### config.mk
export PLATFORM = sky130hd
export DESIGN_NAME = hazard_scoreboard
export DESIGN_NICKNAME = d
export VERILOG_FILES = /design/src/rtl/hazard_pkg.sv /design/src/rtl/hazard_scoreboard_pending_counter.sv /design/src/rtl/hazard_scoreboard.sv
export SDC_FILE = /design/constraint.sdc
export NUM_CORES = 1
export LEC_CHECK = 0
export CAP_MARGIN = 20
export CORE_MARGIN = 4
export CORE_UTILIZATION = 28
export CTS_CLUSTER_SIZE = 28
export DETAILED_ROUTE_END_ITERATION = 10
export GPL_ROUTABILITY_DRIVEN = 0
export PLACE_DENSITY_LB_ADDON = 0.3
export SKIP_CTS_REPAIR_TIMING = 1
export SLEW_MARGIN = 25
export SYNTH_ARGS = -nofsm -noshare
export SYNTH_HDL_FRONTEND = slang
export SYNTH_SLANG_ARGS = --single-unit
### constraint.sdc
create_clock -name clk -period 3.43 [get_ports clk]
set_input_delay 0.343 -clock clk [delete_from_list [all_inputs] [get_ports clk]]
set_output_delay 0.343 -clock clk [all_outputs]
set_load 0.02 [all_outputs]
### src/rtl/hazard_pkg.sv
// Shared pipeline definitions for the hazard scoreboard.
// Holds the register-index width, the architectural register count,
// the pending-counter width and the counter operation decode helper.
package hazard_pkg;

    localparam int REG_IDX_W = 4;
    localparam int NUM_REGS  = 16;
    localparam int CNT_W     = 2;

    localparam logic [CNT_W-1:0] CNT_ZERO = 2'd0;
    localparam logic [CNT_W-1:0] CNT_ONE  = 2'd1;
    localparam logic [CNT_W-1:0] CNT_MAX  = 2'd3;

    typedef logic [REG_IDX_W-1:0] reg_idx_t;
    typedef logic [CNT_W-1:0]     cnt_t;

    typedef enum logic [1:0] {
        CNT_OP_HOLD = 2'd0,
        CNT_OP_UP   = 2'd1,
        CNT_OP_DOWN = 2'd2
    } cnt_op_e;

    // An issue and a retire of the same register in one cycle cancel out.
    function automatic cnt_op_e cnt_op(input logic hold, input logic inc, input logic dec);
        cnt_op_e op;
        if (hold) begin
            op = CNT_OP_HOLD;
        end else if (inc && !dec) begin
            op = CNT_OP_UP;
        end else if (dec && !inc) begin
            op = CNT_OP_DOWN;
        end else begin
            op = CNT_OP_HOLD;
        end
        return op;
    endfunction

endpackage

### src/rtl/hazard_scoreboard_pending_counter.sv
// pending_counter: saturating up/down count of writes in flight to one register.
// Ports:
//   clk, rst_n     clock, asynchronous active-low reset
//   hold_i         pipeline frozen: count holds
//   inc_i, dec_i   issue / retire of a write to this register
//   nz_o           count is non-zero
//   full_o         count is at its maximum
//   underflow_o    retire seen while count is zero (count stays at zero)
module pending_counter
    import hazard_pkg::*;
(
    input  logic clk,
    input  logic rst_n,
    input  logic hold_i,
    input  logic inc_i,
    input  logic dec_i,
    output logic nz_o,
    output logic full_o,
    output logic underflow_o
);

    cnt_t cnt_q;
    cnt_t cnt_d;
    logic underflow_s;

    // Next count: saturate at both ends, flag a retire with nothing pending.
    always_comb begin
        cnt_d       = cnt_q;
        underflow_s = 1'b0;
        case (cnt_op(hold_i, inc_i, dec_i))
            CNT_OP_UP: begin
                if (cnt_q != CNT_MAX) begin
                    cnt_d = cnt_q + CNT_ONE;
                end else begin
                    cnt_d = cnt_q;
                end
            end
            CNT_OP_DOWN: begin
                if (cnt_q != CNT_ZERO) begin
                    cnt_d = cnt_q - CNT_ONE;
                end else begin
                    underflow_s = 1'b1;
                end
            end
            default: begin
                cnt_d = cnt_q;
            end
        endcase
    end

    // Count register.
    always_ff @(posedge clk or negedge rst_n) begin
        if (!rst_n) begin
            cnt_q <= CNT_ZERO;
        end else begin
            cnt_q <= cnt_d;
        end
    end

    assign nz_o        = (cnt_q != CNT_ZERO);
    assign full_o      = (cnt_q == CNT_MAX);
    assign underflow_o = underflow_s;

endmodule

### src/rtl/hazard_scoreboard.sv
// hazard_scoreboard: tracks writes in flight per register and raises a
// stall when the ID-stage instruction may not issue.
// Ports:
//   clk, rst                 clock, asynchronous active-low reset
//   forwardEn                1: only load-use stalls; 0: stall on any pending source
//   freeze                   whole pipeline held, all state holds
//   flush                    ID-stage instruction squashed
//   issueValid/WbEn/MemRead  ID-stage instruction present / writes / is a load
//   issueDest, src1, src2    destination and source registers
//   hasSrc1, hasSrc2         sources actually read
//   wbEn, wbDest             write-back retire
//   hazard                   stall IF/ID, bubble into EXE (combinational)
//   busy                     some write is in flight
//   err                      sticky: retire with no matching issue
module hazard_scoreboard
    import hazard_pkg::*;
(
    input  logic                 clk,
    input  logic                 rst,
    input  logic                 forwardEn,
    input  logic                 freeze,
    input  logic                 flush,
    input  logic                 issueValid,
    input  logic                 issueWbEn,
    input  logic                 issueMemRead,
    input  logic [REG_IDX_W-1:0] issueDest,
    input  logic [REG_IDX_W-1:0] src1,
    input  logic [REG_IDX_W-1:0] src2,
    input  logic                 hasSrc1,
    input  logic                 hasSrc2,
    input  logic                 wbEn,
    input  logic [REG_IDX_W-1:0] wbDest,
    output logic                 hazard,
    output logic                 busy,
    output logic                 err
);

    logic [NUM_REGS-1:0] inc_s;
    logic [NUM_REGS-1:0] dec_s;
    logic [NUM_REGS-1:0] nz_s;
    logic [NUM_REGS-1:0] full_s;
    logic [NUM_REGS-1:0] underflow_s;

    logic     hazard_s;
    logic     accept_s;
    logic     data_haz_s;
    logic     load_use_s;

    logic     exe_load_valid_q;
    logic     exe_load_valid_d;
    reg_idx_t exe_load_dest_q;
    reg_idx_t exe_load_dest_d;
    logic     err_q;
    logic     err_d;

    // Stall decision: data hazard for the selected mode, or destination counter full.
    always_comb begin
        load_use_s = exe_load_valid_q &&
                     ((hasSrc1 && (src1 == exe_load_dest_q)) ||
                      (hasSrc2 && (src2 == exe_load_dest_q)));
        if (forwardEn) begin
            data_haz_s = load_use_s;
        end else begin
            data_haz_s = (hasSrc1 && nz_s[src1]) || (hasSrc2 && nz_s[src2]);
        end
        hazard_s = issueValid && (data_haz_s || (issueWbEn && full_s[issueDest]));
    end

    assign accept_s = issueValid && !hazard_s && !freeze && !flush;

    // One-hot issue and retire strobes per register.
    always_comb begin
        inc_s = '0;
        dec_s = '0;
        for (int r = 0; r < NUM_REGS; r++) begin
            inc_s[r] = accept_s && issueWbEn && (issueDest == REG_IDX_W'(r));
            dec_s[r] = wbEn && !freeze && (wbDest == REG_IDX_W'(r));
        end
    end

    for (genvar g = 0; g < NUM_REGS; g++) begin : g_cnt
        pending_counter u_cnt (
            .clk         (clk),
            .rst_n       (rst),
            .hold_i      (freeze),
            .inc_i       (inc_s[g]),
            .dec_i       (dec_s[g]),
            .nz_o        (nz_s[g]),
            .full_o      (full_s[g]),
            .underflow_o (underflow_s[g])
        );
    end

    // Load-in-EXE tracking and sticky error; a flush never accepts, so it clears the load.
    always_comb begin
        exe_load_valid_d = exe_load_valid_q;
        exe_load_dest_d  = exe_load_dest_q;
        err_d            = err_q;
        if (!freeze) begin
            exe_load_valid_d = accept_s && issueWbEn && issueMemRead;
            exe_load_dest_d  = issueDest;
            err_d            = err_q || (|underflow_s);
        end else begin
            exe_load_valid_d = exe_load_valid_q;
        end
    end

    // State registers.
    always_ff @(posedge clk or negedge rst) begin
        if (!rst) begin
            exe_load_valid_q <= 1'b0;
            exe_load_dest_q  <= '0;
            err_q            <= 1'b0;
        end else begin
            exe_load_valid_q <= exe_load_valid_d;
            exe_load_dest_q  <= exe_load_dest_d;
            err_q            <= err_d;
        end
    end

    assign hazard = hazard_s;
    assign busy   = |nz_s;
    assign err    = err_q;

endmodule

* Word-level counts from Yosys, hierarchy flattened *
Cells that the tools add are included.

cells by class
  add/sub/neg operators = 32
  $lt $le $gt $ge = 3
  eq/ne operators = 128
  muxes and demuxes = 135
  reduce and logical (&&, ||, !) cells = 168

operators by type and width
  kind                                                                          count
  2-bit 2-to-1 mux                                                              80
  1-bit logical AND                                                             77
  2-bit equality test, second input constant                                    32
  4-bit equality test, second input constant                                    16
  2-bit by 1-bit inequality test with 1-bit output, second input constant       32
  2-bit case mux with 2 select lines                                            16
  2-bit nonzero test                                                            32
  3-bit AND reduction                                                           16
  1-bit 2-to-1 mux                                                              36
  1-bit logical NOT                                                             35
  2-bit by 1-bit adder with 2-bit output, second input constant                 16
  2-bit by 1-bit equality test with 1-bit output, second input constant         16
  4-bit by 3-bit equality test with 1-bit output, second input constant         8
  2-bit inequality test, second input constant                                  16
  16-bit OR reduction                                                           2
  2-bit by 1-bit subtractor with 2-bit output, second input constant            16
  4-bit by 2-bit equality test with 1-bit output, second input constant         4
  4-bit by 5-bit less-than comparator with 1-bit output, second input constant  3
  1-bit binary-select mux with 4-bit select                                     3
  4-bit by 1-bit equality test with 1-bit output, second input constant         2
  4-bit equality test                                                           2
  4-bit logical NOT                                                             2
  1-bit logical OR                                                              4

word-level totals
  flip-flop bits (word level) = 38
  input bits = 27
  output and inout bits = 3
  word-level logic and storage cells = 485

* Longest topological paths before layout *
Gate-level depths: netlist (run 1).

  word-level depth = 23
  mapped depth = 15
  mapped depth without buffers = 12

* Cells and area by module *
Synthesis (run 1) repeated with hierarchy kept, for this count alone.

second synthesis, totals
  cells, all modules = 424
  area, all modules = 3,539.6 µm²

modules (own cells, without submodules)
  module             times used  cells an instance  area each (µm²)  sequential area each (µm²)
  pending_counter    16          16                 138.9            50.0
  hazard_scoreboard  1           168                1,317.5          150.1

* Least setup slack after synthesis (run 1) *
Ideal clock, no wire load.

  kind = reg2reg
  from = reg g_cnt[15].u_cnt.cnt_q[0]
  to = reg err_q, in the netlist err
  library setup time = 0.078 ns
  data arrival time = 2.907 ns
  data required time = 3.352 ns
  slack = 0.445 ns
  stages on the path, launching flop included = 15
  buffers on the path = 2
  period minus slack after synthesis = 2.985 ns
  path through = dfrtp_1 -> nand2_1 -> mux4_2 -> and3_1 -> or4b_1 -> and4_1 -> buf_6 -> buf_6 -> a31oi_1 -> ha_1 -> nand2b_1 -> o22ai_1 -> a221oi_1 -> and4_1 -> o21bai_1

between the ends
  longest elaborated chain between the ends = 23
  elaborated cells between the ends (all ways) = 167
  classes of those cells = eq/ne: 17; mux: 72; reduce/logical: 78

ends and longest elaborated chain
  what                                       RTL line                                                                          source
  start, declared                            hazard_scoreboard_pending_counter.sv:22                                           cnt_t cnt_q;
  start signal, assigned                     hazard_scoreboard_pending_counter.sv:56                                           cnt_q <= cnt_d;
  2-bit nonzero test                         hazard_scoreboard_pending_counter.sv:39, hazard_scoreboard_pending_counter.sv:60
  1-bit binary-select mux with 4-bit select  hazard_scoreboard.sv:64                                                           data_haz_s = (hasSrc1 && nz_s[src1]) || (hasSrc2 && nz_s[src2]);
  1-bit 2-to-1 mux (not written as such)     hazard_scoreboard.sv:64
  1-bit logical AND                          hazard_scoreboard.sv:64
  1-bit logical OR                           hazard_scoreboard.sv:64
  1-bit 2-to-1 mux                           hazard_scoreboard.sv:61                                                           if (forwardEn) begin
  1-bit logical OR                           hazard_scoreboard.sv:66                                                           hazard_s = issueValid && (data_haz_s || (issueWbEn && full_s[issueDest]));
  1-bit logical AND                          hazard_scoreboard.sv:66
  (+7 left out)                              --
  1-bit logical AND                          hazard_pkg.sv:30                                                                  end else if (dec && !inc) begin
  2-bit 2-to-1 mux                           hazard_pkg.sv:30
  2-bit 2-to-1 mux                           hazard_pkg.sv:28                                                                  end else if (inc && !dec) begin
  2-bit 2-to-1 mux                           hazard_pkg.sv:26                                                                  if (hold) begin
  2-bit equality test                        hazard_scoreboard_pending_counter.sv:30                                           case (cnt_op(hold_i, inc_i, dec_i))
  1-bit 2-to-1 mux                           hazard_scoreboard_pending_counter.sv:30
  16-bit OR reduction (*)                    hazard_scoreboard.sv:102                                                          err_d = err_q || (|underflow_s);
  1-bit logical OR (*)                       hazard_scoreboard.sv:102
  end signal, assigned                       hazard_scoreboard.sv:117                                                          err_q <= err_d;
  end, declared                              hazard_scoreboard.sv:53                                                           logic err_q;

Every way passes the cells marked *; elsewhere a longest branch is shown, timed or not. The select of a mux whose other input is x is not followed.
A chain may end at the register's enable or synchronous reset.

* Final worst setup path (run 1) *
  from = reg g_cnt[15].u_cnt.cnt_q[0]
  to = reg g_cnt[15].u_cnt.cnt_q[1]

between the ends
  longest elaborated chain between the ends = 22
  elaborated cells between the ends (all ways) = 39
  classes of those cells = add/sub: 2; eq/ne: 6; mux: 13; reduce/logical: 18

ends and longest elaborated chain
  what                                                                                                     RTL line
  2-bit nonzero test                                                                                       hazard_scoreboard_pending_counter.sv:39, hazard_scoreboard_pending_counter.sv:60
  1-bit binary-select mux with 4-bit select                                                                hazard_scoreboard.sv:64
  1-bit 2-to-1 mux (not written as such)                                                                   hazard_scoreboard.sv:64
  1-bit logical AND                                                                                        hazard_scoreboard.sv:64
  1-bit logical OR                                                                                         hazard_scoreboard.sv:64
  1-bit 2-to-1 mux                                                                                         hazard_scoreboard.sv:61
  1-bit logical OR                                                                                         hazard_scoreboard.sv:66
  1-bit logical AND                                                                                        hazard_scoreboard.sv:66
  (+6 left out)                                                                                            --
  1-bit logical NOT                                                                                        hazard_pkg.sv:30
  1-bit logical AND                                                                                        hazard_pkg.sv:30
  2-bit 2-to-1 mux                                                                                         hazard_pkg.sv:30
  2-bit 2-to-1 mux                                                                                         hazard_pkg.sv:28
  2-bit 2-to-1 mux                                                                                         hazard_pkg.sv:26
  2-bit equality test / 2-bit by 1-bit equality test with 1-bit output (equally long branches)             hazard_scoreboard_pending_counter.sv:30
  2-bit by 1-bit inequality test with 1-bit output (no line) / 2-bit nonzero test (equally long branches)  --
  3-bit AND reduction (no line)                                                                            --

Several ways; a longest one is shown, not always the timed one. The select of a mux whose other input is x is not followed.

==> results of run 1 <==
-- path summary, 6_finish.rpt --
| kind | from | end | cells after the start |
|---|---|---|---|
| setup / recovery | g_cnt[15].u_cnt.cnt_q[0]$_DFFE_PN0P_ | g_cnt[15].u_cnt.cnt_q[1]$_DFFE_PN0P_ | 12 |
| hold / removal | rst | g_cnt[8].u_cnt.cnt_q[0]$_DFFE_PN0P_ | 1 |
| setup reg to reg | g_cnt[15].u_cnt.cnt_q[0]$_DFFE_PN0P_ | g_cnt[15].u_cnt.cnt_q[1]$_DFFE_PN0P_ | 12 |
| hold reg to reg | exe_load_valid_q$_DFFE_PN0N_ | exe_load_valid_q$_DFFE_PN0N_ | 1 |
| max in group asynchronous | rst | g_cnt[11].u_cnt.cnt_q[1]$_DFFE_PN0P_ | 1 |
| min in group clk | exe_load_valid_q$_DFFE_PN0N_ | exe_load_valid_q$_DFFE_PN0N_ | 1 |
-- report_power, final --
group,total (mW),internal [mW],switching [mW],leakage [nW]
registers,0.687,0.543,0.144,0.475
clock network,0.481,0.289,0.193,0.0739
logic,0.763,0.360,0.402,1.49
total,1.93,1.19,0.739,2.04
-- placed cells by master (no fill, tap or decap), types with 3 or more instances in the layout --
cell / n
xor2_1: 4
nor2b_1: 13
dfrtp_2: 4
o22ai_1: 4
mux2_2: 5
nand3_1: 15
a31oi_1: 16
nand2b_1: 16
a311oi_1: 4
nand2_1: 46
mux4_2: 8
a21oi_1: 41
and2_1: 9
a221o_1: 3
and3_1: 3
inv_1: 18
buf_4: 80
dlymetal6s2s_1: 4
nand4_1: 20
nor2_1: 53
o21ai_0: 28
or2_2: 4
clkbuf_16: 5
nor3_1: 20
nor4_2: 7
a221oi_1: 9
o31ai_1: 16
clkdlybuf4s50_1: 24
nor4_1: 11
xnor2_1: 4
nor4b_1: 4
ha_1: 31
dfrtp_1: 34
-- metal layers --
| metal | up-vias | part of all wire [%] |
|---|---|---|
| li1 | 2095 | - |
| met1 | 2116 | 44 |
| met2 | 124 | 50 |
| met3 | 16 | 4.7 |
| met4 | 0 | 1.9 |
| met5 | - | 0 |
-- cell type report --
cell class / count / area, µm² / share of cell area, %
clock buffer: 7 / 143 / 2.74
clock inverter: 1 / 5.00 / 0.0960
inverter: 18 / 67.6 / 1.30
multi-input combinational: 427 / 2890 / 55.4
sequential: 38 / 956 / 18.3
tap: 180 / 225 / 4.32
timing repair buffer: 110 / 931 / 17.9
-- through the flow --
stage	worst slack, ns	std cells	TNS, ns
detailed placement	-0.358	768	-7.77
floorplan	0.445	514	0
global route	-0.0482	781	-0.101
global placement	-0.328	768	-5.98
finish	0.0693	781	0
CTS	-0.207	776	-0.583
-- worst register-to-register path: cells and delay by family (launching register included) --
kind	cells	cell delay [ns]
AO/OA/AOI/OAI	2	0.30
adder cells (fa/ha/maj)	1	0.35
buffers and inverters	3	0.54
flip-flops	1	0.37
multiplexers	2	0.47
AND/OR/NAND/NOR	4	1.21
-- registers in the layout (all words and copies together) (netlist names) --
name and count:
g_cnt.u_cnt.cnt_q 32, exe_load_valid_q 1, err 1, exe_load_dest_q 4
-- cell families (layout without fill, tap and decap cells) --
kind of cell	Yosys count	after routing	synth area share (%)
xor gates and xnor gates	8	8	1.77
muxes	13	13	5.98
and+or+nand+nor	235	235	30.4
AOI/OAI and AO/OA	139	139	22.3
buffers and inverters	49	136	5.38
DFF	38	38	24.1
adders and majority gates	32	32	10.1
==> qor.txt, run 1 <==
Final Hold Slack -> 0.0406 ns
met1 usage -> 21.9%
Power Density -> 370 mW/mm²
CTS tree -> built
IO Pins -> 30
Final Core Density -> 37.7%
Final Cycle Share -> 98.0%
worst reg-to-reg setup slack -> 0.07 ns
async set-reset flop share out of synthesis -> 100%
worst vdd ir -> 188 µV
num rows -> 43
Ys Warns -> 0
largest net degree at the start of global routing -> 39
Max-Cap Viols -> 0
Final #Nets -> 659
met3 Use GR -> 1.98%
area delta synth->final -> 31.9%
register bit total from synthesis -> 38
Post-DP Area -> 0.00491 mm²
fill count -> 1390
cell with the most instances after synthesis -> nor2_1
drt pass-1 iters -> 5
GR Util All Layers -> 16.7%
CP Launch Type -> flip-flop
Crit path max-delay family -> simple AND/OR/NAND/NOR gates
M2 GR Usage -> 28.7%
routed via count -> 4351
Final ANT Viol Nets -> 0
worst rel slew slack -> 57.5%
worst hold path type -> in2async
Die Y -> 127 µm
Setup Skew -> 0.00396 ns
Synth top area share -> 24.1%
layout cells sized above 1 -> 21.3%
clk_lat worst skew -> 0.29 ns
largest area contributor in the netlist -> dfrtp_1
crit path cell chain -> buf_4, nor2_1, mux4_2, mux2_2, o22a_1, nand4_1, buf_4, buf_12, nor4_1, ha_1, nor4b_1, a221oi_1
Clock Pin Slew Worst Setup and Hold Paths -> 0.06 ns
RSZ-0062 raised after global routing -> yes
Slowest-stage cell, CP -> nor4_1
PortBufs -> 29
Clk Tree Root Cell -> clkbuf_16
H-tree depth -> 2
Die ar. -> 0.0161 mm²
post-synthesis sequential area ratio -> 24.1%
DP Wirelength -> 10800 µm
status -> complete, no violations
Setup crit end kind -> flip-flop
crit-path max FO -> 16
syn nets -> 573
clock buffer depth -> 2
Synth top cells by count -> nor2_1, nand2_1, a21oi_1
kind of critical path -> reg2reg
via density per instance -> 5.57
CP dominant cell by count -> buf_4
drt initial violations -> 459
Gate Count Post-Synth -> 514
die width -> 127 µm
ys flop type -> dfrtp_1
Worst-Margin Slew -> 0.633 ns
Starting Density -> 28.6%
initial antenna violation count -> 0
static leakage -> 2.04 nW
core region area -> 0.0138 mm²
final instance area -> 0.00521 mm²
synthesized area per cell -> 7.69 µm²
layer with the highest usage -> met2
main area contributors after synthesis -> dfrtp_1, ha_1, a21oi_1
drt total wl -> 13500 µm
first-pass GRT wire length -> 21700 µm
vias in the first global route -> 4124
endpoints failing hold -> 0
Final Slew Violations -> 0
CTS sink cnt -> 38
fin crit period -> 3.36 ns
diode count -> 0
# DRC -> 0
Post-synth EDFFs -> 0
routed length per placed instance -> 17.3 µm
Netlist Area Pre-Place -> 0.00395 mm²
post-synthesis cell type count -> 46
grt total ovfl -> 0
FMAX -> 298 MHz
final setup vio count -> 0
WP data required -> 3.58 ns
Tot Pwr -> 1.93 mW
arrival time at the worst endpoint -> 3.51 ns
CP max stage delay -> 0.39 ns
Crit path buffers/inverters -> 3
Inserted Clock Buffers -> 5
Note: power is estimated with default switching activity, not from simulation.
==> run 2, diff against run 1 <==
==> constraint.sdc (replaced) <==
create_clock -name clk -period 3.43 [get_ports clk]
set_input_delay 0.686 -clock clk [delete_from_list [all_inputs] [get_ports clk]]
set_output_delay 0.686 -clock clk [all_outputs]
set_load 0.02 [all_outputs]
==> qor.txt, run 2 (same netlist as run 1, synthesis figures left out) <==
Slowest-stage cell, CP -> clkdlybuf4s50_1
Die ar. -> 0.0161 mm²
Post-DP Area -> 0.00500 mm²
GR Util All Layers -> 16.6%
Crit path max-delay family -> buffers and inverters
final instance area -> 0.00524 mm²
Die Y -> 127 µm
endpoints failing hold -> 0
status -> complete, no violations
CP Launch Type -> primary input
clock buffer depth -> 2
worst reg-to-reg setup slack -> 0.14 ns
most frequent cells in the layout -> buf_4, nor2_1, nand2_1, a21oi_1, dfrtp_1
fin crit period -> 3.31 ns
routed length per placed instance -> 16.7 µm
fill count -> 1385
arrival time at the worst endpoint -> 3.54 ns
via density per instance -> 5.50
# DRC -> 0
clk_lat worst skew -> 0.29 ns
Final ANT Viol Nets -> 0
routed via count -> 4348
Tot Pwr -> 1.94 mW
Final Core Density -> 37.9%
worst vdd ir -> 207 µV
Power Density -> 369 mW/mm²
Top Registers -> g_cnt.u_cnt.cnt_q x32, exe_load_dest_q x4
layout cells sized above 1 -> 21.3%
PortBufs -> 29
Clk Tree Root Cell -> clkbuf_16
num rows -> 43
die width -> 127 µm
Worst-Margin Slew -> 0.536 ns
commonest non-fill, non-tap cell in the layout -> buf_4
drt total wl -> 13200 µm
Final Cycle Share -> 96.5%
static leakage -> 2.11 nW
FMAX -> 302 MHz
grt total ovfl -> 0
core region area -> 0.0138 mm²
Top reg by flops -> g_cnt.u_cnt.cnt_q
crit-path max FO -> 13
DP Wirelength -> 10500 µm
Clock Pin Slew Worst Setup and Hold Paths -> 0.06 ns
Final #Nets -> 668
Inserted Clock Buffers -> 5
H-tree depth -> 2
CP max stage delay -> 0.55 ns
Setup crit end kind -> flip-flop
max reg flops -> 32
setup TNS -> 0 ns
CTS sink cnt -> 38
WP data required -> 3.66 ns
IO Pins -> 30
largest net degree at the start of global routing -> 39
CTS tree -> built
final setup vio count -> 0
Starting Density -> 28.6%
Setup Skew -> 0.00613 ns
drt initial violations -> 268
Final Slew Violations -> 0
drt pass-1 iters -> 5
kind of critical path -> in2reg
Max-Cap Viols -> 0
initial antenna violation count -> 1
post-placement cell count -> 782
Crit path buffers/inverters -> 4
worst rel slew slack -> 64.3%
area delta synth->final -> 32.6%
vias in the first global route -> 4198
Finished Layout Cells -> 791
first-pass GRT wire length -> 21400 µm
crit path cell chain -> clkdlybuf4s50_1, nor2b_1, o311ai_0, a21oi_1, or4b_4, nand4_1, buf_6, buf_4, nor4_1, ha_1, buf_4, o21ai_0, nand2_1, nand2_1
worst hold path type -> in2async
run 2: changes by cell type in the layout (fill, tap and decap cells not counted), moves of 4 or more:
| cell | previous run | this run |
|---|---|---|
| dfrtp_1 | 34 | 38 |
| clkdlybuf4s50_1 | 24 | 20 |
| nor4_2 | 7 | 3 |
| nor4_1 | 11 | 16 |
| buf_4 | 80 | 88 |
| dfrtp_2 | 4 | 0 |
run 2: worst register-to-register path, cell delays in order (launching register included):
cell and delay [ns]:
dfrtp_1 0.37, and2_1 0.20, mux4_2 0.47, a221oi_1 0.31, or4b_4 0.19, nand4_1 0.13
buf_6 0.19, buf_4 0.17, nor4_1 0.40, ha_1 0.32, buf_4 0.15, o21ai_0 0.19
nand2_1 0.08, nand2_1 0.05
run 2: metrics by stage:
| stage | worst slack, ns | hold WS, ns |
|---|---|---|
| 2_1_floorplan | 0.170 | 0.390 |
| 3_3_place_gp | -0.669 | 0.525 |
| 3_5_place_dp | -0.741 | 0.530 |
| 4_1_cts | -0.705 | 0.549 |
| 5_1_grt | -0.0257 | 0.406 |
| 6_report | 0.121 | 0.363 |
run 2: path summary, 6_finish.rpt:
path / from / end / depth (start not counted)
max: issueDest[3] / g_cnt[5].u_cnt.cnt_q[0]$_DFFE_PN0P_ / 14
min: rst / g_cnt[8].u_cnt.cnt_q[1]$_DFFE_PN0P_ / 1
max reg2reg: g_cnt[7].u_cnt.cnt_q[0]$_DFFE_PN0P_ / g_cnt[5].u_cnt.cnt_q[0]$_DFFE_PN0P_ / 13
min reg2reg: exe_load_valid_q$_DFFE_PN0N_ / exe_load_valid_q$_DFFE_PN0N_ / 1
max in group asynchronous: rst / g_cnt[15].u_cnt.cnt_q[0]$_DFFE_PN0P_ / 1
min in group clk: exe_load_valid_q$_DFFE_PN0N_ / exe_load_valid_q$_DFFE_PN0N_ / 1
run 2: power breakdown:
part           internal, mW  total (mW)  switching (mW)
Sequential            0.541       0.670           0.129
Combinational         0.373       0.781           0.408
Clock                 0.289       0.485           0.196
run 2: layout make-up:
class                           instances  area, µm²  share of cell area [%]
Antenna cell                            1       2.50                  0.0477
Sequential cell                        38        951                    18.1
Inverter                               18       67.6                    1.29
Clock buffer                            7        143                    2.72
Clock inverter                          1       5.00                  0.0955
Tap cell                              180        225                    4.30
Multi-Input combinational cell        427       2850                    54.4
Timing Repair Buffer                  119        996                    19.0
run 2: metal layers:
layer	track usage, %	up-vias	routed length, µm
met5	0	-	0
met4	6.94	0	427
met3	3.37	26	747
met2	27.3	127	6280
met1	21.2	2076	5760
li1	-	2119	-
